==> config.mk <==
export PLATFORM = sky130hd
export DESIGN_NAME = apb_frame_splitter
export DESIGN_NICKNAME = d
export VERILOG_FILES = /design/src/rtl/apb_frame_splitter.sv
export SDC_FILE = /design/constraint.sdc
export NUM_CORES = 1
export LEC_CHECK = 0
export ABC_CLOCK_PERIOD_IN_PS = 3800
export CORE_ASPECT_RATIO = 1.4
export CORE_MARGIN = 2
export CORE_UTILIZATION = 35
export CTS_CLUSTER_SIZE = 10
export DETAILED_ROUTE_END_ITERATION = 6
export GPL_TIMING_DRIVEN = 1
export PLACE_DENSITY = 0.74
export SKIP_CTS_REPAIR_TIMING = 1
export SLEW_MARGIN = 5
export SYNTH_ARGS = -nofsm -noshare
export SYNTH_HDL_FRONTEND = slang
export SYNTH_SLANG_ARGS = --single-unit
==> constraint.sdc <==
create_clock -name clk -period 3.8 [get_ports clk]
set_clock_uncertainty 0.2 [all_clocks]
set_input_delay 0.76 -clock clk [delete_from_list [all_inputs] [get_ports clk]]
set_output_delay 0.76 -clock clk [all_outputs]
set_load 0.02 [all_outputs]
==> src/rtl/apb_frame_splitter.sv <==
// Splits decoded RAH packets into MSB-first APB write beats or a single config transfer.
// One packet in flight at a time. Out-of-range slave ids are dropped with a one-cycle error pulse.
module apb_frame_splitter #(
    parameter int RAH_PACKET_WIDTH  = 48,
    parameter int WRITE_DATA_WIDTH  = 16,
    parameter int CONFIG_DATA_WIDTH = 40,
    parameter int LENGTH_WIDTH      = 8,
    parameter int SLV_ID_WIDTH      = 7,
    parameter int NUM_SLAVES        = 4,
    parameter int FIRST_BEATS       = 2,
    parameter logic [LENGTH_WIDTH-1:0] WRITE_ADDR  = 8'hB3,
    parameter logic [LENGTH_WIDTH-1:0] CONFIG_ADDR = 8'hB3
) (
    input  logic                         clk,
    input  logic                         rst_n,
    input  logic                         in_valid,
    output logic                         in_ready,
    input  logic [SLV_ID_WIDTH-1:0]      slv_id,
    input  logic [LENGTH_WIDTH-1:0]      length,
    input  logic [RAH_PACKET_WIDTH-1:0]  wr_data,
    input  logic                         cfg_sel,
    input  logic                         first_frame,
    output logic                         wr_valid,
    input  logic                         wr_ready,
    output logic [WRITE_DATA_WIDTH-1:0]  write_data,
    output logic [NUM_SLAVES-1:0]        write_sel,
    output logic [LENGTH_WIDTH-1:0]      write_addr,
    output logic [LENGTH_WIDTH-1:0]      write_len,
    output logic                         data_hold_flag,
    output logic                         last_beat,
    output logic                         cfg_valid,
    input  logic                         cfg_ready,
    output logic [NUM_SLAVES-1:0]        config_sel,
    output logic [LENGTH_WIDTH-1:0]      config_addr,
    output logic [CONFIG_DATA_WIDTH-1:0] config_data,
    output logic                         err_slv_id
);

    localparam int NUM_BEATS = RAH_PACKET_WIDTH / WRITE_DATA_WIDTH;
    localparam int BEAT_W    = (NUM_BEATS > 1) ? $clog2(NUM_BEATS) : 1;

    typedef enum logic [1:0] {IDLE, WRITE, CONFIG} state_t;

    state_t                        state_q, state_d;
    logic [BEAT_W-1:0]             beat_q, beat_d;
    logic                          err_q, err_d;
    logic [SLV_ID_WIDTH-1:0]       slv_q;
    logic [LENGTH_WIDTH-1:0]       len_q;
    logic [RAH_PACKET_WIDTH-1:0]   data_q;
    logic                          first_q;

    logic                          accept;
    logic                          bad_id;
    logic [BEAT_W-1:0]             last_idx;
    logic [BEAT_W-1:0]             beat_idx;
    logic [WRITE_DATA_WIDTH-1:0]   beats [NUM_BEATS];

    assign in_ready = (state_q == IDLE) && rst_n;
    assign accept   = in_valid && in_ready;
    assign bad_id   = 32'(slv_id) >= NUM_SLAVES;

    // A first frame only carries FIRST_BEATS beats, taken from the low end of the payload.
    assign last_idx = first_q ? BEAT_W'(FIRST_BEATS - 1) : BEAT_W'(NUM_BEATS - 1);
    assign beat_idx = last_idx - beat_q;

    always_comb begin
        for (int i = 0; i < NUM_BEATS; i++) begin
            beats[i] = data_q[i*WRITE_DATA_WIDTH +: WRITE_DATA_WIDTH];
        end
    end

    always_comb begin
        state_d = state_q;
        beat_d  = beat_q;
        err_d   = 1'b0;
        unique case (state_q)
            IDLE: begin
                if (accept) begin
                    beat_d = '0;
                    if (bad_id) begin
                        err_d = 1'b1;
                    end else if (cfg_sel) begin
                        state_d = CONFIG;
                    end else begin
                        state_d = WRITE;
                    end
                end
            end
            WRITE: begin
                if (wr_ready) begin
                    if (beat_q == last_idx) begin
                        state_d = IDLE;
                        beat_d  = '0;
                    end else begin
                        beat_d = beat_q + 1'b1;
                    end
                end
            end
            CONFIG: begin
                if (cfg_ready) begin
                    state_d = IDLE;
                end
            end
            default: state_d = IDLE;
        endcase
    end

    always_ff @(posedge clk) begin
        if (!rst_n) begin
            state_q <= IDLE;
            beat_q  <= '0;
            err_q   <= 1'b0;
        end else begin
            state_q <= state_d;
            beat_q  <= beat_d;
            err_q   <= err_d;
        end
    end

    // Packet fields need no reset: every output using them is gated by the state.
    always_ff @(posedge clk) begin
        if (accept) begin
            slv_q   <= slv_id;
            len_q   <= length;
            data_q  <= wr_data;
            first_q <= first_frame;
        end
    end

    assign wr_valid       = (state_q == WRITE);
    assign write_data     = wr_valid ? beats[beat_idx] : '0;
    assign write_sel      = wr_valid ? (NUM_SLAVES'(1) << slv_q) : '0;
    assign write_addr     = wr_valid ? WRITE_ADDR : '0;
    assign write_len      = wr_valid ? len_q : '0;
    assign data_hold_flag = wr_valid && !first_q && (beat_q == '0);
    assign last_beat      = wr_valid && (beat_q == last_idx);

    assign cfg_valid      = (state_q == CONFIG);
    assign config_sel     = cfg_valid ? (NUM_SLAVES'(1) << slv_q) : '0;
    assign config_addr    = cfg_valid ? CONFIG_ADDR : '0;
    assign config_data    = cfg_valid ? data_q[CONFIG_DATA_WIDTH-1:0] : '0;
    assign err_slv_id     = err_q;

endmodule

After elaboration in Yosys (flattened, before gate mapping)
Index checks and enable logic that the tools add are counted.

Flip-flop bits (word level): 69. Input bits: 70. Output and inout port bits: 94. Logic and storage cells: 56.

Add/sub/neg operators: 2. Magnitude comparators: 2. Equal/unequal tests: 8. Shift-type cells: 1. Mux-type cells: 23. Bitwise operators: 1. Reductions and logical operators: 12.

Operator list (count): 16-bit 2-to-1 mux (3); 40-bit 2-to-1 mux (1); 16-bit binary-select mux with 2-bit select (1); 8-bit 2-to-1 mux (3); 2-bit 2-to-1 mux (10); 4-bit 2-to-1 mux (2); 7-bit by 3-bit greater-or-equal comparator with 1-bit output (second input constant) (1); 1-bit by 7-bit << shifter with 4-bit output (first input constant) (1); 2-bit by 1-bit inequality test with 1-bit output (second input constant) (3); 2-bit case mux with 3 select lines (1); 3-bit AND reduction (2); 1-bit logical AND (5); 5-bit AND reduction (1); 2-bit logical NOT (2); 2-bit inequality test (second input constant) (2); 2-bit case mux with 2 select lines (1); 3-bit greater-or-equal comparator (second input constant) (1); 2-bit NOT with 3-bit output (1); 2-bit by 1-bit adder with 2-bit output (second input constant) (1); 2-bit by 1-bit equality test with 1-bit output (second input constant) (1); 2-bit equality test (1); 2-bit equality test (second input constant) (1); 2-bit nonzero test (1); 2-bit subtractor (1); 2 further kinds (2).

Longest topological paths before layout
Gate-level depths: netlist of the first run.

Word-level depth: 7. Gate-level depth with buffers: 8. Depth with buffers taken out: 6.

Worst setup path before layout of the first run
Ideal clock, no wire load.

Path kind: in2reg. Start point: in rst_n. End point: reg data_q[0] (enable). Library setup time: 0.429 ns. Data arrival time: 3.070 ns. Data required time: 3.171 ns. Setup slack: 0.101 ns. Stages on the path: 2. Buffers on the path: 0. Cells stage by stage: nor3b_1 -> and2_1.

Cells in the longest elaborated chain, start to end: 2.

Ends and longest elaborated chain: start, declared (RTL line 15) `input logic rst_n,`; 1-bit logical AND (RTL line 58) `assign in_ready = (state_q == IDLE) && rst_n;`; 1-bit logical AND (RTL line 59) `assign accept = in_valid && in_ready;`; end signal, assigned (RTL line 125) `data_q <= wr_data;`; end, declared (RTL line 49) `logic [RAH_PACKET_WIDTH-1:0] data_q;`.

No other way between the ends. A chain may end at the register's enable or synchronous reset.

Worst setup path in the final report of the first run
Start point: reg first_q. End point: out write_data[2].

Cells in the longest elaborated chain, start to end: 7.

Ends and longest elaborated chain: start, declared (RTL line 50) `logic first_q;`; start signal, assigned (RTL line 126) `first_q <= first_frame;`; 2-bit 2-to-1 mux (RTL line 63) `assign last_idx = first_q ? BEAT_W'(FIRST_BEATS - 1) : BEAT_W'(NUM_BEATS - 1);`; 2-bit subtractor (RTL line 64) `assign beat_idx = last_idx - beat_q;`; 2-bit NOT with 3-bit output (not written as such) (RTL line 131) `assign write_data = wr_valid ? beats[beat_idx] : '0;`; 16-bit binary-select mux with 2-bit select (RTL line 131); 16-bit 2-to-1 mux (not written as such) (2 in a row) (RTL line 131); 16-bit 2-to-1 mux (RTL line 131); end, declared (RTL line 25) `output logic [WRITE_DATA_WIDTH-1:0] write_data,`.

No other way between the ends. The select of a mux whose other input is x is not followed.

==> summary.txt, run 1 <==
Min path
  – Worst Min Path Start: beat_q[0]
  – Hold Path Depth: 2
  – Hold Path Class: flop to flop
  – Hold path endpoint: beat_q[0]

STA
  – Fmax: 283 MHz
  – Slew Viols, Final: 0
  – Setup_tns: 0 ns
  – Worst hold slack: 0.315 ns
  – RSZ-0062 raised after global routing: false
  – Slew margin rel.: 61.7%
  – Tcrit/Tclk final: 93.0%
  – Setup ws final: 0.265 ns
  – Fin. Hold Viols: 0
  – Least-Margin Pin Slew: 0.575 ns
  – Crit path time final: 3.53 ns
  – Final setup fails: 0

Job
  – Max cap viols: 0

Clock network
  – Clock slew at reported path FFs: 0.06 ns
  – Sink Count: 69
  – Clock Latency Late Sink: 0.33 ns
  – Clock buffer depth: 2
  – CTS buffer count: 9
  – CTS Root Cell: clkbuf_16
  – CTS tree: done
  – # H-tree levels: 3

Power and ir drop
  – LEAKAGE: 1.96 nW
  – Worst VDD drop: 0.220 mV
  – PwrDens: 353 mW/mm2

Final layout
  – Share of cells above drive strength 1: 13.3%
  – Number of fill cells: 904
  – Core Util, Final: 55.1%
  – Commonest non-fill, non-tap cell in the layout: clkdlybuf4s50_1
  – Area Overhead vs Synth: 54.9%
  – Most frequent cells in the layout: 157 x clkdlybuf4s50_1, 64 x edfxtp_1, 48 x and2_1
  – Multi-input gate area: 0.00142 mm2
  – ANT cells: 0
  – Final net count: 532
  – Sequential cell area: 0.00202 mm2

GRT
  – Largest net degree at the start of global routing: 44
  – Vias in the first global route: 3102
  – First-pass GRT wire length: 16.0 mm
  – Initial antenna violation count: 2
  – Total track usage: 18.3%
  – Grt total ovfl: 0

Die
  – Core box area: 0.0103 mm2
  – Die Height: 125 um
  – Die area: 0.0113 mm2
  – Core Rows: 44
  – Initial Utilization: 35.6%
  – IO Count: 164
  – Die width: 90.4 um

Critical path
  – Worst Path Arrival: 2.57 ns
  – Flop2flop setup slack: 1.71 ns
  – CP required: 2.84 ns
  – R2R Path Start: state_q[0]
  – Worst Reg-to-Reg Cells: 3
  – Critical path startpoint category: flop
  – Worst Setup End Kind: output pin
  – Critical path class: flop to output pin
  – R2R Path End: data_q[41]
  – Crit path max fanout: 15

Logic synthesis
  – Netlist cell types: 38
  – Ys Warns: 0
  – Yosys reg bits: 69
  – Avg Cell Area, Syn: 11.8 um2
  – Mapped Area: 0.00366 mm2
  – Sequential area share after synthesis: 55.2%
  – Gate Count Post-Synth: 311

Place
  – Port Buf Inserts: 157
  – Pre-CTS setup slack: 0.206 ns
  – RD Place Congestion: 0.868
  – Dpl hpwl: 7.75 mm

Drt
  – DRC viols: 0
  – Vias post-DR: 3060
  – ANT nets after route: 0
  – Wirelength, routed: 10.4 mm
  – Initial detailed-routing violation count: 302
  – Vias/cell: 5.07
  – First-pass DRT Iterations: 5
  – WL per Instance: 17.2 um

Run status
  – Status: completed
## where the power goes
part           total, mW  leakage (nW)  internal (mW)  switching [mW]
sequential         0.886         0.641          0.868          0.0177
combinational      0.172          1.17          0.100          0.0721
clock              0.941         0.159          0.637           0.305
## worst max path at each step
stage,slack [ns],endpoint,from
after floorplan,0.10,data_q[0],rst_n
after global placement,0.32,write_data[0],first_q
after detailed placement,0.21,write_data[12],first_q
after CTS,-0.17,write_data[12],first_q
after global routing,0.10,write_data[12],first_q
final,0.27,write_data[2],first_q
## critical path, stage by stage (launching register included)
cell and delay [ns]:
edfxtp_1 0.34, inv_1 0.06, ha_2 0.39, buf_4 0.25, mux2_2 0.37, a22oi_1 0.17, a31oi_1 0.11, clkdlybuf4s50_1 0.56
## per-layer routing
layer  up-vias  GRT usage [%]  wire length (um)
li1       1442              -                 -
met1      1435           18.8              3720
met2       152           33.1              5640
met3        31           4.28               653
met4         0           11.4               372
met5         -              0                 0
## cell type report
type	count	area share [%]
inverters	7	0.463
clock inverters	7	2.01
repair buffers	171	29.9
flip-flops and latches	69	35.6
clock buffers	9	3.97
well taps	138	3.04
multi-input cells	202	25.0
## flip-flops by register name (all words and copies together) (netlist names)
name,count
beat_q,2
data_q,48
err_slv_id,1
first_q,1
len_q,8
slv_q,7
state_q,2
## per-stage QoR
step | std cells | area, um2 | total power [mW]
2_1_floorplan | 316 | 3680 | 0.972
6_report | 603 | 5670 | 2.00
4_1_cts | 602 | 5650 | 2.02
3_3_place_gp | 586 | 5310 | 1.07
5_1_grt | 603 | 5670 | 2.07
3_5_place_dp | 586 | 5310 | 1.07
## synthesized netlist by cell type (all sizes together)
master,number,area (um2)
conb,1,3.75
nand4,16,100
edfxtp,64,1920
xnor2,1,16.3
dfxtp,5,100
o21ai,1,5.00
nand2,11,41.3
mux2i,2,20.0
nand2b,3,18.8
nor3b,2,26.3
ha,2,25.0
a31o,1,8.76
and2,50,313
or4,1,7.51
nor3,5,25.0
mux2,16,180
a22oi,15,158
a31oi,31,200
buf,24,169
and3,18,113
a21oi,2,10.0
a221oi,2,17.5
nor4,1,6.26
a21boi,1,7.51
nor2,8,32.5
or3,1,6.26
nand3b,2,15.0
clkbuf,14,52.6
o22ai,2,12.5
xor2,1,16.3
nor2b,1,6.26
inv,7,26.3
## logic make-up (layout without fill, tap and decap cells)
group,Yosys count,after routing,synth area share [%]
and+or+nand+nor,119,119,19.4
DFF,69,69,55.2
AOI/OAI and AO/OA,55,55,11.4
buffers and inverters,45,194,6.77
muxes,18,18,5.47
adders and majority gates,2,2,0.683
xor gates and xnor gates,2,2,0.889
other,1,6,0.102
Power figures use the tool's default switching activity.
==> run 2: changes to the inputs <==
--- a/config.mk
+++ b/config.mk
@@ -5,14 +5,15 @@
 export SDC_FILE = /design/constraint.sdc
 export NUM_CORES = 1
 export LEC_CHECK = 0
-export ABC_CLOCK_PERIOD_IN_PS = 3800
+export ABC_CLOCK_PERIOD_IN_PS = 4300
+export CAP_MARGIN = 20
 export CORE_ASPECT_RATIO = 1.4
 export CORE_MARGIN = 2
 export CORE_UTILIZATION = 35
 export CTS_CLUSTER_SIZE = 10
 export DETAILED_ROUTE_END_ITERATION = 6
 export GPL_TIMING_DRIVEN = 1
-export PLACE_DENSITY = 0.74
+export PLACE_DENSITY = 0.76
 export SKIP_CTS_REPAIR_TIMING = 1
 export SLEW_MARGIN = 5
 export SYNTH_ARGS = -nofsm -noshare
==> constraint.sdc (replaced) <==
create_clock -name clk -period 4.3 [get_ports clk]
set_clock_uncertainty 0.2 [all_clocks]
set_input_delay 0.86 -clock clk [delete_from_list [all_inputs] [get_ports clk]]
set_output_delay 0.86 -clock clk [all_outputs]
set_load 0.02 [all_outputs]
==> summary.txt, run 2 (synthesis results as in run 1) <==
Critical path
  – Slowest CP cell: clkdlybuf4s50_1 (unchanged)
  – Critical path class: flop to output pin (unchanged)
  – Buf/Inv on CP: 4 (was 3)
  – CP required: 3.24 ns (was 2.84 ns)
  – Flop2flop setup slack: 2.16 ns (was 1.71 ns)
  – R2R Path Start: state_q[0] (unchanged)
  – Worst Path Arrival: 3.03 ns (was 2.57 ns)
  – Crit-path cells: inv_1 -> ha_1 -> buf_4 -> nor2b_1 -> buf_4 -> and3_1 -> a31oi_1 -> a31oi_1 -> clkdlybuf4s50_1 (was inv_1 -> ha_2 -> buf_4 -> mux2_2 -> a22oi_1 -> a31oi_1 -> clkdlybuf4s50_1)
  – Critical path startpoint category: flop (unchanged)
  – Top delay family on crit path: buffers and inverters (unchanged)
  – Worst Setup End Kind: output pin (unchanged)
  – CP startpoint: first_q (unchanged)
  – Critical Path Max Stage Delay: 0.68 ns (was 0.56 ns)
  – Crit path max fanout: 13 (was 15)

Place
  – Dpl hpwl: 7.51 mm (was 7.75 mm)
  – RD Place Congestion: 0.759 (was 0.868)
  – Cell Count Post-Placement: 585 (was 586)
  – Pre-CTS setup slack: 0.465 ns (was 0.206 ns)
  – Port Buf Inserts: 157 (unchanged)
  – Placed inst area: 0.00531 mm2 (about the same)

STA
  – Fmax: 245 MHz
  – Tcrit/Tclk final: 95.1%
  – RSZ-0062 raised after global routing: false (unchanged)
  – Slew margin rel.: 64.5% (was 61.7%)
  – Slew Viols, Final: 0 (unchanged)
  – Fin. Hold Viols: 0 (unchanged)
  – Setup_tns: 0 ns (unchanged)
  – Least-Margin Pin Slew: 0.532 ns (was 0.575 ns)
  – Final setup fails: 0 (unchanged)
  – Crit path time final: 4.09 ns
  – Worst hold slack: 0.300 ns (was 0.315 ns)
  – Setup ws final: 0.210 ns (was 0.265 ns)

Final layout
  – Most frequent cells in the layout: 157 x clkdlybuf4s50_1, 64 x edfxtp_1, 48 x and2_1 (unchanged)
  – Number of fill cells: 912 (was 904)
  – Reg with most FFs: data_q (unchanged)
  – Final instance area: 0.00562 mm2 (was 0.00567 mm2)
  – ANT cells: 0 (unchanged)
  – Max FFs per register: 48 (unchanged)
  – Final non-filler cell total: 601 (was 603)
  – Area Overhead vs Synth: 53.6% (was 54.9%)
  – Share of cells above drive strength 1: 12.7% (was 13.3%)
  – Commonest non-fill, non-tap cell in the layout: clkdlybuf4s50_1 (unchanged)
  – Final net count: 530 (was 532)
  – Biggest regs: data_q x48, len_q x8, slv_q x7 (unchanged)

Drt
  – Vias/cell: 5.02 (was 5.07)
  – First-pass DRT Iterations: 4 (was 5)
  – DRC viols: 0 (unchanged)
  – Vias post-DR: 3019 (was 3060)
  – Initial detailed-routing violation count: 173 (was 302)
  – WL per Instance: 16.9 um (was 17.2 um)
  – Wirelength, routed: 10.2 mm (was 10.4 mm)
  – ANT nets after route: 0 (unchanged)

GRT
  – Grt total ovfl: 0 (unchanged)
  – Total track usage: 18.1% (was 18.3%)
  – First-pass GRT wire length: 16.0 mm (about the same)
  – Largest net degree at the start of global routing: 48 (was 44)
  – Vias in the first global route: 3093 (was 3102)
  – Initial antenna violation count: 0 (was 2)

Power and ir drop
  – Part of the power in the clock network: 45.3% (was 47.1%)
  – Seq pwr share: 45.9% (was 44.3%)
  – Internal power: 1.36 mW (was 1.61 mW)
  – Sw Share: 20.4% (was 19.7%)
  – Psw: 0.348 mW (was 0.395 mW)
  – PwrDens: 304 mW/mm2 (was 353 mW/mm2)
  – LEAKAGE: 1.95 nW (was 1.96 nW)
  – Combinational Power Share: 8.8% (was 8.6%)
  – Worst VDD drop: 0.220 mV (about the same)

Die
  – Core Rows: 44 (unchanged)
  – Initial Utilization: 35.6% (unchanged)
  – Die width: 90.4 um (unchanged)
  – Die area: 0.0113 mm2 (unchanged)
  – Core box area: 0.0103 mm2 (unchanged)
  – Die Height: 125 um (unchanged)
  – IO Count: 164 (unchanged)

Clock network
  – CTS tree: done (unchanged)
  – CTS Root Cell: clkbuf_16 (unchanged)
  – Clock slew at reported path FFs: 0.05 ns (was 0.06 ns)
  – Sink Count: 69 (unchanged)
  – Clock Latency Late Sink: 0.32 ns (was 0.33 ns)
  – CTS buffer count: 9 (unchanged)
  – # H-tree levels: 3 (unchanged)
  – Clock buffer depth: 2 (unchanged)

Min path
  – Worst Min Path Start: beat_q[0] (unchanged)
  – Hold Path Class: flop to flop (unchanged)

Job
  – Max cap viols: 0 (unchanged)

Run status
  – Status: completed (unchanged)
[run 2: cell count changes in the layout (fill, tap and decap cells not counted)]
cell / previous run / this run
ha_1: 1 / 2
bufinv_16: 3 / 2
ha_2: 1 / 0
clkinvlp_4: 2 / 1
clkinv_2: 1 / 2
clkinv_4: 0 / 1
buf_6: 2 / 0
[run 2: power groups by stage]
stage	combinational, mW	clock [mW]	sequential (mW)
after global routing	0.161	0.822	0.787
final	0.150	0.773	0.783
after detailed placement	0.150	0	0.797
after floorplan	0.0657	0	0.793
after CTS	0.151	0.793	0.783
after global placement	0.146	0	0.796
[run 2: path summary, 6_finish.rpt]
kind                   end  cells past startpoint
min              beat_q[0]                      2
min reg2reg      beat_q[0]                      2
max reg2reg     data_q[42]                      3
max          write_data[8]                      9
[run 2: area by class of cell]
cell class	instances	area [um2]	area share (%)
Clock buffer	9	225	4.01
Clock inverter	7	90.1	1.60
Inverter	7	26.3	0.467
Multi-Input combinational cell	202	1410	25.1
Sequential cell	69	2020	36.0
Tap cell	138	173	3.07
Timing Repair Buffer	169	1670	29.8
[run 2: layer usage]
metal	GRT usage (%)	share of wire [%]	up-vias
met4	9.41	3.1	0
met5	0	0	-
met2	31.7	52	119
met1	19.9	38	1434
met3	5.06	6.8	21
li1	-	-	1445
[run 2: through the flow]
stage / utilization (%) / power (mW)
4_1_cts: 54.6 / 1.73
5_1_grt: 54.6 / 1.77
6_report: 54.6 / 1.71
3_5_place_dp: 51.5 / 0.947
3_3_place_gp: 51.5 / 0.943
2_1_floorplan: - / 0.859
[run 2: tightest hold or removal path: cells and delay by family, from the launching register on]
kind | cells | cell delay (ns)
and+or+nand+nor | 1 | 0.06
DFF | 1 | 0.33
AOI/OAI and AO/OA | 1 | 0.06
